<file path="config.mk">
export PLATFORM = sky130hd
export DESIGN_NAME = bp_clint_responder
export DESIGN_NICKNAME = d
export VERILOG_FILES = /design/src/rtl/bp_clint_responder.sv
export SDC_FILE = /design/constraint.sdc
export NUM_CORES = 1
export LEC_CHECK = 0
export CAP_MARGIN = 20
export CORE_MARGIN = 3
export CORE_UTILIZATION = 52
export DETAILED_ROUTE_END_ITERATION = 12
export PLACE_DENSITY = 0.86
export SLEW_MARGIN = 20
export SYNTH_ARGS = -nofsm -noshare
export SYNTH_HDL_FRONTEND = slang
export SYNTH_SLANG_ARGS = --single-unit
export TNS_END_PERCENT = 50
</file>
<file path="constraint.sdc">
create_clock -name clk_i -period 11.86 [get_ports clk_i]
set_input_delay 2.965 -clock clk_i [delete_from_list [all_inputs] [get_ports clk_i]]
set_output_delay 2.965 -clock clk_i [all_outputs]
set_load 0.02 [all_outputs]
</file>
<file path="src/rtl/bp_clint_responder.sv">
// Single-hart CLINT slave: mipi / mtimecmp / mtime registers, plic stub, timer and software irqs.
// One outstanding request, response registered one cycle after accept. Define BP_CLINT_RTC_DIV_EN for the mtime prescaler.
module bp_clint_responder #(
    parameter int paddr_width_p = 40,
    parameter int dword_width_p = 64,
    parameter int rtc_div_p     = 8
) (
    input  logic                     clk_i,
    input  logic                     reset_i,
    input  logic                     req_v_i,
    output logic                     req_ready_o,
    input  logic                     req_we_i,
    input  logic [paddr_width_p-1:0] req_addr_i,
    input  logic [1:0]               req_size_i,
    input  logic [dword_width_p-1:0] req_data_i,
    output logic                     resp_v_o,
    output logic [dword_width_p-1:0] resp_data_o,
    input  logic                     resp_yumi_i,
    output logic                     timer_irq_o,
    output logic                     software_irq_o
);

    typedef enum logic {
        e_ready,
        e_resp
    } state_e;

    state_e state_q, state_d;

    logic [dword_width_p-1:0] mtime_q, mtime_d;
    logic [dword_width_p-1:0] mtimecmp_q, mtimecmp_d;
    logic [dword_width_p-1:0] resp_data_q, resp_data_d;
    logic                     mipi_q, mipi_d;
    logic                     timer_irq_q, timer_irq_d;

    if (rtc_div_p < 1) begin : g_bad_rtc_div
        $error("rtc_div_p must be >= 1");
    end

    logic        hit;
    logic [16:0] reg_sel;
    logic        sel_mipi, sel_mtimecmp, sel_mtime;
    logic [2:0]  off;
    logic [5:0]  shamt;
    logic [7:0]  base_mask, byte_mask;
    logic [dword_width_p-1:0] bit_mask, cur_reg, wr_val, rd_val;
    logic        accept, store, mtime_wr, tick;

    assign hit          = (req_addr_i[paddr_width_p-1:20] == (paddr_width_p-20)'(3));
    assign reg_sel      = req_addr_i[19:3];
    assign sel_mipi     = hit && (reg_sel == 17'h0000);
    assign sel_mtimecmp = hit && (reg_sel == 17'h0800);
    assign sel_mtime    = hit && (reg_sel == 17'h17ff);
    assign off          = req_addr_i[2:0];
    assign shamt        = {off, 3'b000};

    assign accept   = req_v_i && (state_q == e_ready);
    assign store    = accept && req_we_i;
    assign mtime_wr = store && sel_mtime;

    // Byte lanes shifted past byte 7 fall off the 8-bit mask (misaligned overflow dropped).
    always_comb begin
        base_mask = 8'h00;
        case (req_size_i)
            2'd0:    base_mask = 8'h01;
            2'd1:    base_mask = 8'h03;
            2'd2:    base_mask = 8'h0f;
            default: base_mask = 8'hff;
        endcase
        byte_mask = base_mask << off;
        bit_mask  = '0;
        for (int b = 0; b < 8; b++) begin
            bit_mask[8*b +: 8] = {8{byte_mask[b]}};
        end
    end

    // The plic stub and misses read as zero; mipi exposes only bit 0.
    always_comb begin
        cur_reg = '0;
        if (sel_mipi)          cur_reg = {{(dword_width_p-1){1'b0}}, mipi_q};
        else if (sel_mtimecmp) cur_reg = mtimecmp_q;
        else if (sel_mtime)    cur_reg = mtime_q;
    end

    assign wr_val = (cur_reg & ~bit_mask) | ((req_data_i << shamt) & bit_mask);
    assign rd_val = (cur_reg & bit_mask) >> shamt;

`ifdef BP_CLINT_RTC_DIV_EN
    localparam int presc_w = (rtc_div_p > 1) ? $clog2(rtc_div_p) : 1;

    logic [presc_w-1:0] presc_q, presc_d;

    assign tick = (presc_q == presc_w'(rtc_div_p - 1));

    always_comb begin
        presc_d = presc_q + 1'b1;
        if (tick || mtime_wr) presc_d = '0;
    end

    always_ff @(posedge clk_i) begin
        if (reset_i) presc_q <= '0;
        else         presc_q <= presc_d;
    end
`else
    assign tick = 1'b1;
`endif

    always_comb begin
        mtime_d     = mtime_q;
        mtimecmp_d  = mtimecmp_q;
        mipi_d      = mipi_q;
        resp_data_d = resp_data_q;
        if (mtime_wr)  mtime_d = wr_val;
        else if (tick) mtime_d = mtime_q + 1'b1;
        if (store && sel_mtimecmp) mtimecmp_d = wr_val;
        if (store && sel_mipi)     mipi_d     = wr_val[0];
        if (accept)                resp_data_d = req_we_i ? '0 : rd_val;
        timer_irq_d = (mtime_d >= mtimecmp_d);
    end

    always_ff @(posedge clk_i) begin
        if (reset_i) begin
            state_q     <= e_ready;
            mtime_q     <= '0;
            mtimecmp_q  <= '1;
            mipi_q      <= 1'b0;
            resp_data_q <= '0;
            timer_irq_q <= 1'b0;
        end else begin
            state_q     <= state_d;
            mtime_q     <= mtime_d;
            mtimecmp_q  <= mtimecmp_d;
            mipi_q      <= mipi_d;
            resp_data_q <= resp_data_d;
            timer_irq_q <= timer_irq_d;
        end
    end

    always_comb begin
        state_d = state_q;
        case (state_q)
            e_ready: if (req_v_i)     state_d = e_resp;
            e_resp:  if (resp_yumi_i) state_d = e_ready;
            default:                  state_d = e_ready;
        endcase
    end

    always_comb begin
        req_ready_o = (state_q == e_ready);
        resp_v_o    = (state_q == e_resp);
    end

    assign resp_data_o    = resp_data_q;
    assign timer_irq_o    = timer_irq_q;
    assign software_irq_o = mipi_q;

endmodule
</file>
==> results.cfg, run 1 <==
[run]
drv_cap = 0

[worst_hold_path]
min_from = resp_data_o[35]
hold_path_class = reg2reg
min_to = resp_data_o[35]
hold_depth = 2

[synthesis]
synth-simple-area-share_pct = 22.8
ys_ff_latch = 195
synth_common_cells = 216 x nor2_1, 195 x dfxtp_1, 154 x a21oi_1
synthAdderAreaFrac_pct = 5.61
synth_top_family_by_area = compound AO/OA/AOI/OAI gates
yosysMostFrequentCell = nor2_1
netlist.area_leader.share_pct = 26.9
synth_edf_count = 0
yosys_warnings = 0
synth_area_leaders = dfxtp_1 27%, mux2i_1 6.8%, ha_1 5.6%
yosys_most_used_dff = dfxtp_1
yosysTopAreaCell = dfxtp_1
synth_area_um2 = 14500
synth_cell_types = 74
synth-xor-area-share_pct = 3.75
synth_compound_area_share_pct = 26.7
synthMuxAreaShare_pct = 9.43
ys_async_sr_fraction_pct = 0
seq_area_frac_synth_pct = 26.9
postSynthCellCount = 1850
avgSynthCellArea_um2 = 7.83
syn-num-nets = 2026

[sta]
hold_slack_ns = 0.454
post-route-period-util_pct = 66.4
fmax_mhz = 127
slew_headroom_pct = 33.4
fin_crit_ns = 7.87
rsz0062_at_grt = no
finalClockSkew_ns = 0.0139
finalHoldViolations = 0
fin_setup_tns_ns = 0
finalSetupViolations = 0
slew_violations = 0
tightest_slew_ns = 0.999

[global_route]
grt_pass1_wl_um = 87400
antenna_found_initial = 1
gr-total-overflow = 0
track_usage_pct = 36.7
grt_pass1_vias = 15073
grt_max_degree = 90

[worst_setup_path]
reg2reg_to = timer_irq_o
r2r-start = mtime_q[0]
start_kind = input pin
ff2ff_path_depth = 14
endpoint_kind = register
path_class = in2reg
critical_path_required_ns = 12.21
arrival_ns = 8.23
path_cells = clkdlybuf4s50_1 > nor4_1 > nand2_1 > nor4_4 > buf_4 > nand3_4 > buf_4 > o21a_1 > ha_1 > nand4_1 > nor4_1 > a21oi_1 > o21ai_0 > nor2_1 > and4b_1 > a211oi_1
critPathMaxFanout = 70
crit_slowest_cell = buf_4
rrSetupSlack_ns = 6.87
max_stage_delay_ns = 0.57

[die]
die_area_um2 = 29900
die_h_um = 173
coreArea_um2 = 27200
die_x_um = 173
start_util_pct = 53.3
row_count = 60
floorplan.io_pins = 179

[place]
io_buffer_count = 178
detailed_place_hpwl_um = 42200
place_area_um2 = 16300
place.gp.congestion = 1.03

[routing]
vias = 16049
drc = 0
firstDrtPassIters = 7
drtIter0Drc = 3040
final_antenna_net_count = 0
wl_per_cell_um = 24.9
routed_wl_um = 57600
via_per_inst = 6.93

[power]
peakVddDrop_mv = 0.0941
total_leakage_power_uw = 0.00654
p_per_area_nw_per_um2 = 89.1

[clocking]
cts_root_buf = clkbuf_16
cts-resized-gates = 0
clock_sinks = 195
clockBufferDepth = 2
cts_setup_buffers = 0
clk_latency_ns = 0.45
clk_pin_slew_ns = 0.08
hold_buffers = 0
htree_levels = 4
cts_buffers = 17
cts_tree = built

[finish]
post-route-cell-area_um2 = 16900
syn_to_final_growth_pct = 16.9
fillers = 2373
fin_nets = 2108
n_antenna_cell = 0
layout-drive-gt1-share_pct = 6.22

[outcome]
status = completed
## how the worst max path moves through the flow
stage / startpoint / cells after the start / endpoint
2_1_floorplan: req_addr_i[39] / 15 / timer_irq_o
3_3_place_gp: req_addr_i[36] / 16 / timer_irq_o
3_5_place_dp: req_addr_i[28] / 16 / timer_irq_o
4_1_cts: req_addr_i[28] / 16 / timer_irq_o
5_1_grt: req_addr_i[3] / 16 / timer_irq_o
6_report: req_addr_i[31] / 16 / timer_irq_o
## cells in the final DEF (no fill, tap or decap), drive strengths merged, types with 9 or more instances in the layout
| master | instances |
|---|---|
| a211oi | 72 |
| dfxtp | 195 |
| a21o | 16 |
| nor3 | 49 |
| a21oi | 154 |
| nor2b | 14 |
| mux2 | 21 |
| inv | 21 |
| mux2i | 99 |
| ha | 65 |
| nor4 | 22 |
| a22oi | 74 |
| buf | 34 |
| nand2 | 148 |
| o2bb2ai | 18 |
| a221oi | 22 |
| and3 | 17 |
| nand2b | 72 |
| nand3 | 35 |
| o21ai | 81 |
| o211ai | 12 |
| clkdlybuf4s50 | 174 |
| nand4 | 29 |
| nor2 | 219 |
| xor2 | 24 |
| or3 | 16 |
| a32oi | 28 |
| o22ai | 13 |
| xnor2 | 38 |
| o221ai | 9 |
| a22o | 13 |
| clkbuf | 19 |
| o21a | 35 |
| and4 | 11 |
| and2 | 10 |
## sequential cells by signal (all words and copies together) (netlist names)
name            count
software_irq_o      1
resp_v_o            1
timer_irq_o         1
resp_data_o        64
mtimecmp_q         64
mtime_q            64
## power by group
part	total, uW	switching, uW	leakage, uW	internal (uW)
combinational	245	151	0.00467	93.4
sequential	661	3.60	0.00157	658
clock	604	295	0.000288	309
## cell type report
class | count | area (um^2) | share of cell area [%]
sequential | 195 | 3900 | 23.0
tap | 372 | 465 | 2.75
inverter | 15 | 56.3 | 0.332
clock inverter | 13 | 139 | 0.820
timing repair buffer | 208 | 1990 | 11.8
clock buffer | 19 | 453 | 2.67
multi-input combinational | 1495 | 9930 | 58.6
## worst max-delay path, delay by kind of cell
| family | cells | cell delay (ns) |
|---|---|---|
| AND/OR/NAND/NOR | 8 | 2.50 |
| buffers and inverters | 3 | 1.48 |
| adder cells (fa/ha/maj) | 1 | 0.32 |
| AO/OA/AOI/OAI | 4 | 0.86 |
## stage by stage
stage / power, uW / std cells / utilization [%] / worst slack (ns)
final: 1510 / 2317 / 62.3 / 3.99
after global routing: 1540 / 2317 / 62.3 / 3.88
after CTS: 1500 / 2317 / 62.3 / 4.20
after detailed placement: 910 / 2285 / 60.1 / 3.75
after global placement: 906 / 2285 / 60.1 / 3.95
after floorplan: 810 / 1850 / - / 5.71
## logic make-up after synthesis
family	count (synthesis)
DFF	195
and+or+nand+nor	663
buffers and inverters	160
AOI/OAI and AO/OA	579
adders and majority gates	65
xor gates and xnor gates	62
muxes	126
## routing by layer
| metal | up-vias | routed length (um) | global-route usage [%] |
|---|---|---|---|
| li1 | 7055 | - | - |
| met1 | 7385 | 20900 | 45.6 |
| met2 | 1314 | 23900 | 54.5 |
| met3 | 293 | 8180 | 11.7 |
| met4 | 2 | 4670 | 24.4 |
| met5 | - | 13 | 0 |
Power figures use the tool's default switching activity.
==> run 2, diff against run 1 <==
==> constraint.sdc (replaced) <==
create_clock -name clk_i -period 7.8 [get_ports clk_i]
set_input_delay 1.95 -clock clk_i [delete_from_list [all_inputs] [get_ports clk_i]]
set_output_delay 1.95 -clock clk_i [all_outputs]
set_load 0.02 [all_outputs]
==> run 2 against run 1 <==
Effect of this change: cell area grew 0.65%; combinational power rose by 53%; global-route usage is 0.78 points higher; non-clock buffer count up 18; first-iteration DRC count is 21% lower; sequential share of layout area is 0.15 points lower; cell count increased by 0.78%; die area unchanged; via count up 0.24%; routed wire length increased by 2.0%; flip-flop and latch count did not move.
==> results.cfg, run 2 (synthesized netlist as in run 1, its figures left out) <==
[outcome]
status = completed

[routing]
firstDrtPassIters = 7
drc = 0
drtIter0Drc = 2388
wl_per_cell_um = 25.2
via_per_inst = 6.89
final_antenna_net_count = 0
routed_wl_um = 58800
vias = 16087

[run]
drv_cap = 0

[sta]
slew_violations = 0
finalHoldViolations = 0
fmax_mhz = 152
fin_setup_tns_ns = 0
finalClockSkew_ns = 0.0163
finalSetupViolations = 0
tightest_slew_ns = 1.15
slew_headroom_pct = 23.4
hold_slack_ns = 0.454
fin_crit_ns = 6.57
post-route-period-util_pct = 84.2
rsz0062_at_grt = no

[die]
floorplan.io_pins = 179
die_x_um = 173
coreArea_um2 = 27200
row_count = 60
start_util_pct = 53.3
die_area_um2 = 29900
die_h_um = 173

[worst_setup_path]
critPathMaxFanout = 14
endpoint_kind = register
max_stage_delay_ns = 0.69
critical_path_required_ns = 8.15
reg2reg_to = timer_irq_o
r2r-start = mtime_q[0]
rrSetupSlack_ns = 2.71
arrival_ns = 6.92
ff2ff_path_depth = 14
crit_slowest_cell = and4_1
path_cells = clkdlybuf4s50_1 > nor4_2 > and4_1 > buf_4 > a32oi_1 > nor2_2 > a21oi_1 > o21a_1 > ha_1 > nand4_1 > nor4_1 > a21oi_1 > o21ai_0 > nor2_1 > and4b_1 > a211oi_1
path_class = in2reg
crit_top_cell = a21oi_1
path_buf_inv = 2
critPathTopFamily = simple AND/OR/NAND/NOR gates
start_kind = input pin

[clocking]
cts_root_buf = clkbuf_16
cts_tree = built
cts_buffers = 17
clockBufferDepth = 2
htree_levels = 4
clk_pin_slew_ns = 0.08
hold_buffers = 0
cts-resized-gates = 0
clk_latency_ns = 0.46
cts_setup_buffers = 0
clock_sinks = 195

[finish]
fin_nets = 2126
n_antenna_cell = 0
syn_to_final_growth_pct = 17.7
layout-drive-gt1-share_pct = 6.93
layout_commonest_cell = nor2_1
final_cell_mix = 216 x nor2_1, 195 x dfxtp_1, 174 x clkdlybuf4s50_1

[place]
place.gp.congestion = 1.06
detailed_place_hpwl_um = 44200
io_buffer_count = 178

[worst_hold_path]
hold_path_class = reg2reg
hold_depth = 2
min_from = resp_data_o[36]
min_to = resp_data_o[36]

[global_route]
track_usage_pct = 37.5
grt_pass1_wl_um = 88500
antenna_found_initial = 1
grt_pass1_vias = 14872
grt_max_degree = 90
gr-total-overflow = 0

[power]
total_leakage_power_uw = 0.00661
p_per_area_nw_per_um2 = 132
peakVddDrop_mv = 0.135
run 2: cell types whose count changed in the layout (fill, tap and decap cells not counted), sizes merged:
cell and change:
buf +18, clkinvlp +1, clkinv +2, bufinv -1
inv -2
run 2: how the worst max path moves through the flow:
stage | cells past startpoint | slack, ns | end | start
floorplan | 15 | 2.67 | timer_irq_o | req_addr_i[39]
global placement | 15 | 1.16 | timer_irq_o | req_addr_i[0]
detailed placement | 16 | 1.01 | timer_irq_o | req_addr_i[3]
CTS | 15 | 1.51 | timer_irq_o | req_addr_i[0]
global route | 15 | 1.19 | timer_irq_o | req_addr_i[0]
finish | 16 | 1.23 | timer_irq_o | req_addr_i[3]
run 2: where the power goes:
part,total (uW),switching [uW],internal [uW]
combinational,374,231,143
sequential,1010,5.41,1000
clock,879,451,429
run 2: cell type report:
cell class	instances	area (um^2)
sequential	195	3900
tap	372	465
fill	2377	10100
clock buffer	19	443
inverter	15	56.3
multi-input combinational	1495	9920
clock inverter	13	121
timing repair buffer	226	2140
run 2: metal layers:
metal	global-route usage [%]	up-vias	part of all wire, %
met5	0	-	0.034
met2	56.4	1254	42
met3	10.5	292	13
met4	24.0	2	7.7
li1	-	7081	-
met1	47.3	7458	37
run 2: per-stage QoR:
step	instances	cell area [um^2]	power, uW	setup slack, ns	utilization (%)
finish	2335	17100	2260	1.23	62.7
global route	2335	17100	2310	1.19	62.7
CTS	2335	17000	2240	1.51	62.7
detailed placement	2303	16500	1380	1.01	60.6
global placement	2303	16500	1380	1.16	60.6
floorplan	1850	14500	1230	2.67	-
run 2: worst register-to-register path: stages, from the launching register on:
cell and delay [ns]:
dfxtp_1 0.50, ha_1 0.29, and4_1 0.33, nand4b_1 0.81, nor4b_1 0.68, xnor2_1 0.18
mux2i_1 0.12, ha_1 0.32, nand4_1 0.22, nor4_1 0.56, a21oi_1 0.14, o21ai_0 0.19
nor2_1 0.14, and4b_1 0.26, a211oi_1 0.25
